**src/rtl/riscv_pkg.sv**
```systemverilog
// Shared RISC-V types: XLEN and the commit-trace entry layout used by the
// core, the commit trace FIFO and the host-side trace consumer.
package riscv_pkg;

  localparam int XLEN = 32;

  typedef struct packed {
    logic [XLEN-1:0] pc;
    logic [XLEN-1:0] data;
  } trace_entry_t;

endpackage

```
**src/rtl/trace_fifo_ram.sv**
```systemverilog
// Entry storage for the commit trace FIFO: DEPTH words, one synchronous
// write port and one asynchronous read port so the head entry falls through.
// Contents are deliberately left unreset; occupancy is tracked elsewhere.
module trace_fifo_ram #(
  parameter int DEPTH = 8,
  parameter int W     = 64,
  parameter int AW    = $clog2(DEPTH)
) (
  input  logic          clk_i,
  input  logic          we_i,
  input  logic [AW-1:0] waddr_i,
  input  logic [W-1:0]  wdata_i,
  input  logic [AW-1:0] raddr_i,
  output logic [W-1:0]  rdata_o
);

  logic [W-1:0] r_mem [DEPTH];

  // Write the incoming entry at the tail slot.
  always_ff @(posedge clk_i) begin
    if (we_i) begin
      r_mem[waddr_i] <= wdata_i;
    end
  end

  assign rdata_o = r_mem[raddr_i];

endmodule

```
**src/rtl/commit_trace_fifo.sv**
```systemverilog
// Commit trace FIFO: buffers {pc, data} of retired instructions for a host.
// Full FIFO drops new entries and raises a sticky overflow flag.
// Optional drop counter compiled in with macro COMMIT_TRACE_DROP_CNT_EN;
// without it drop_cnt_o is tied to zero.
module commit_trace_fifo
  import riscv_pkg::*;
#(
  parameter int DEPTH = 8,
  parameter int CNT_W = 16
) (
  input  logic                       clk_i,
  input  logic                       rstn_i,
  input  logic                       update_i,
  input  logic [XLEN-1:0]            pc_i,
  input  logic [XLEN-1:0]            data_i,
  input  logic                       flush_i,
  output logic                       valid_o,
  input  logic                       ready_i,
  output logic [XLEN-1:0]            pc_o,
  output logic [XLEN-1:0]            data_o,
  output logic [$clog2(DEPTH+1)-1:0] count_o,
  output logic                       overflow_o,
  output logic [CNT_W-1:0]           drop_cnt_o
);

  localparam int AW = $clog2(DEPTH);
  localparam int CW = $clog2(DEPTH + 1);
  localparam logic [CW-1:0] FULL_CNT = CW'(DEPTH);

  logic [AW-1:0] r_wrPtr;
  logic [AW-1:0] r_rdPtr;
  logic [CW-1:0] r_count;
  logic          r_overflow;

  logic          w_full;
  logic          w_pop;
  logic          w_push;
  logic          w_drop;
  logic          w_ramWe;
  trace_entry_t  w_wrEntry;
  trace_entry_t  w_rdEntry;

  // A pop frees a slot in the same cycle, so a full FIFO still accepts a
  // push when the host is draining it.
  assign w_full    = (r_count == FULL_CNT);
  assign w_pop     = (r_count != '0) && ready_i;
  assign w_push    = update_i && (!w_full || w_pop);
  assign w_drop    = update_i && w_full && !w_pop;
  assign w_ramWe   = w_push && !flush_i && rstn_i;
  assign w_wrEntry = '{pc: pc_i, data: data_i};

  trace_fifo_ram #(
    .DEPTH (DEPTH),
    .W     ($bits(trace_entry_t)),
    .AW    (AW)
  ) u_ram (
    .clk_i   (clk_i),
    .we_i    (w_ramWe),
    .waddr_i (r_wrPtr),
    .wdata_i (w_wrEntry),
    .raddr_i (r_rdPtr),
    .rdata_o (w_rdEntry)
  );

  // Advance pointers and occupancy; flush and reset discard everything.
  always_ff @(posedge clk_i) begin
    if (!rstn_i || flush_i) begin
      r_wrPtr <= '0;
      r_rdPtr <= '0;
      r_count <= '0;
    end else begin
      if (w_push) begin
        r_wrPtr <= r_wrPtr + AW'(1);
      end
      if (w_pop) begin
        r_rdPtr <= r_rdPtr + AW'(1);
      end
      if (w_push && !w_pop) begin
        r_count <= r_count + CW'(1);
      end else if (w_pop && !w_push) begin
        r_count <= r_count - CW'(1);
      end
    end
  end

  // Sticky overflow flag, set by any dropped entry until reset or flush.
  always_ff @(posedge clk_i) begin
    if (!rstn_i || flush_i) begin
      r_overflow <= 1'b0;
    end else if (w_drop) begin
      r_overflow <= 1'b1;
    end
  end

`ifdef COMMIT_TRACE_DROP_CNT_EN
  logic [CNT_W-1:0] r_dropCnt;

  // Count dropped entries, saturating at all-ones instead of wrapping.
  always_ff @(posedge clk_i) begin
    if (!rstn_i || flush_i) begin
      r_dropCnt <= '0;
    end else if (w_drop && (r_dropCnt != '1)) begin
      r_dropCnt <= r_dropCnt + CNT_W'(1);
    end
  end

  assign drop_cnt_o = r_dropCnt;
`else
  assign drop_cnt_o = '0;
`endif

  assign valid_o    = (r_count != '0);
  assign pc_o       = w_rdEntry.pc;
  assign data_o     = w_rdEntry.data;
  assign count_o    = r_count;
  assign overflow_o = r_overflow;

endmodule

```
**config.mk**
```make
export PLATFORM = sky130hd
export DESIGN_NAME = commit_trace_fifo
export DESIGN_NICKNAME = d
export VERILOG_FILES = /design/src/rtl/riscv_pkg.sv /design/src/rtl/trace_fifo_ram.sv /design/src/rtl/commit_trace_fifo.sv
export SDC_FILE = /design/constraint.sdc
export NUM_CORES = 1
export LEC_CHECK = 0
export BUFFER_PORTS_ARGS = -buffer_cell sky130_fd_sc_hd__buf_2
export CAP_MARGIN = 20
export CORE_UTILIZATION = 54
export DETAILED_ROUTE_END_ITERATION = 10
export PLACE_DENSITY = 0.76
export REMOVE_ABC_BUFFERS = 1
export SYNTH_ARGS = -nofsm -noshare
export SYNTH_HDL_FRONTEND = slang
export SYNTH_SLANG_ARGS = --single-unit
export TNS_END_PERCENT = 50
```
**constraint.sdc**
```tcl
create_clock -name clk_i -period 8.1 [get_ports clk_i]
set_input_delay 2.43 -clock clk_i [delete_from_list [all_inputs] [get_ports clk_i]]
set_output_delay 2.43 -clock clk_i [all_outputs]
set_load 0.01 [all_outputs]
```
==> flow_summary.yaml <==
cts:
  root_buffer: "clkbuf_16"
  h-tree-depth: 2
  clock_latency_ps: 560
  cts_buffer_depth: 3
  cts_buffers: 51
  clock_sinks: 526
  cts_resized: 0
  ctsHoldBuffers: 0
  cts_tree: "yes"
  postCtsSetupBuffers: 0
  clk_pin_slew_worst_paths_ps: 60
logic_synthesis:
  synth-seq-cells: 526
  yosys.area_share.simple_pct: 0.881
  ys_async_sr_fraction_pct: 0
  synth_compound_area_share_pct: 0.313
  synth_area_leaders: "edfxtp_1 77%, mux4_2 14%, mux2_2 3.6%"
  synth_top_area_share_pct: 76.8
  ys.flop_type: "edfxtp_1"
  synth_xor_area_share_pct: 0.263
  syn_area_per_cell_um2: 23.9
  yosysSeqAreaShare_pct: 78.2
  muxShareOfSynthArea_pct: 18.1
  synth.distinct_cells: 29
  synth_adder_area_share_pct: 0.413
  synth_edf_count: 512
  yosys.area.top_type: "edfxtp_1"
  ys_warn_count: 0
  syn_inst: 837
  synth_top_family_by_area: "multiplexers"
  netlist_area_um2: 20000
power_and_ir_drop:
  power_mw: 5.64
  vdd_ir_drop_max_mv: 0.157
  power_density_nw_per_um2: 246
  p_leak_nw: 7.31
setup_path:
  reg2reg_setup_slack_ps: 4980
  path_class: "reg2out"
  cp-end-kind: "output pin"
  required_ps: 5670
  cp_max_fo: 38
  arrival_ps: 3190
  cp-start-kind: "flip-flop"
status:
  outcome: "completed"
sta:
  rsz0062_at_grt: "false"
  max_freq_mhz: 178
  finalSetupViolCount: 0
  finClkSkew_ps: 24.0
  setup_slack_ps: 2480
  tightest_slew_ps: 1090
  relSlewSlack_pct: 27.5
  fin_tns_setup_ps: 0
  fin_crit_sh_pct: 69.4
  timing.final.max_slew_violations: 0
  hold_viol: 0
  holdWs_ps: 475
  min_period_ps: 5620
place:
  dp_hpwl_mm: 20.8
  pre_cts_ws_ps: 2840
  post-place-cells: 1423
  dpl-instance-area_um2: 21200
  io_buffers: 138
  gp_congestion: 0.708
layout:
  final_area_um2: 22900
  finish.utilization_pct: 62.8
  num-fill-cells: 2376
  finalNetCount: 1084
  finalNonFillerCells: 1521
  drive_above_1_share_pct: 41.8
  areaGrowthSynthToFinish_pct: 14.6
floorplanning:
  row_count: 70
  ios: 155
  die_area_um2: 37800
  die_w_um: 195
  fp.dieH_um: 195
  start_util_pct: 54.8
  core_area_um2: 36500
detailed_routing:
  vias: 8993
  ant_nets: 0
  firstDrtPassIters: 5
  drt_iter0_drc: 575
  routedWlPerCell_um: 24.9
  via_per_inst: 5.91
  drc: 0
  wl_mm: 37.9
job:
  maxCapViolCount: 0
global_route:
  grt_pass1_vias: 9331
  antenna_found_initial: 7
  gr-total-overflow: 0
  grt_max_degree: 65
  grt_use_total_pct: 20.3
  grt_pass1_wl_mm: 56.9
worst_hold_path:
  hp-class: "reg2reg"
[Yosys cell counts (all sizes together) (2+ instances only)]
cell type  instances
a21oi              5
buf               41
clkbuf            12
dfxtp             14
edfxtp           512
ha                 5
inv                4
mux2              64
mux4             128
nand2              5
nand2b             4
nand3              4
nor2              19
nor3               2
or3                3
xnor2              3
xor2               3
[sequential cells by signal (all words and copies together), names as in the netlist, named ones only]
signal       cells
overflow_o       1
count_o          4
u_ram.r_mem    512
r_wrPtr          3
r_rdPtr          3
[worst max-delay path: stages (launching register included)]
cell and delay, ps:
dfxtp_4 860, buf_4 680, mux4_2 600, mux2_2 280, buf_2 160
[area by class of cell]
class                           instances  area [um^2]  area share [%]
Tap cell                              468          586            2.55
Inverter                                4         15.0          0.0654
Sequential cell                       526        15700            68.3
Clock buffer                           66         1390            6.07
Multi-Input combinational cell        269         4100            17.9
Clock inverter                         28          297            1.29
Antenna cell                            3         7.51          0.0327
Timing Repair Buffer                  157          878            3.83
[kinds of logic after synthesis]
group | count (synthesis)
flip-flops | 526
multiplexers | 193
buffers and inverters | 57
AND/OR/NAND/NOR | 38
AO/OA/AOI/OAI | 10
adder cells (fa/ha/maj) | 6
XOR/XNOR | 6
other | 1
[layout by cell type, fill, tap and decap left out, types with 2 or more instances in the layout]
cell,instances
inv_1,4
nor3_2,2
nand2_1,5
clkbuf_8,4
buf_12,2
conb_1,16
buf_4,16
bufinv_16,6
xnor2_1,3
buf_2,138
edfxtp_1,512
clkinv_2,9
nand3_1,4
nand2b_1,4
xor2_1,3
diode_2,3
clkbuf_1,10
mux2_2,64
a21oi_1,5
inv_6,2
ha_1,5
nor2_1,13
dfxtp_1,11
nor2_4,6
dfxtp_4,3
mux4_2,128
or3_2,3
clkbuf_16,52
clkinv_1,10
[per-layer routing]
layer	wire length (um)	GRT usage (%)
met2	19300	34.1
met4	837	5.91
met3	2220	4.11
met5	40	0
met1	15500	27.3
[report_power, final]
part	total, mW	internal, mW	switching, mW	leakage (nW)
Clock	2.35	1.40	0.946	0.833
Sequential	3.02	3.00	0.0179	4.73
Combinational	0.267	0.128	0.139	1.75
Total	5.64	4.53	1.10	7.31
[final timing paths]
kind	endpoint	from	cells after the start
hold reg to reg	overflow_o$_SDFFE_PP0P_	overflow_o$_SDFFE_PP0P_	2
setup / recovery	data_o[8]	flip-flop	4
setup reg to reg	u_ram.r_mem[6][36]$_DFFE_PP_	count_o[0]$_SDFFE_PP0P_	5
hold / removal	overflow_o$_SDFFE_PP0P_	overflow_o$_SDFFE_PP0P_	2
Power figures use the tool's default switching activity.
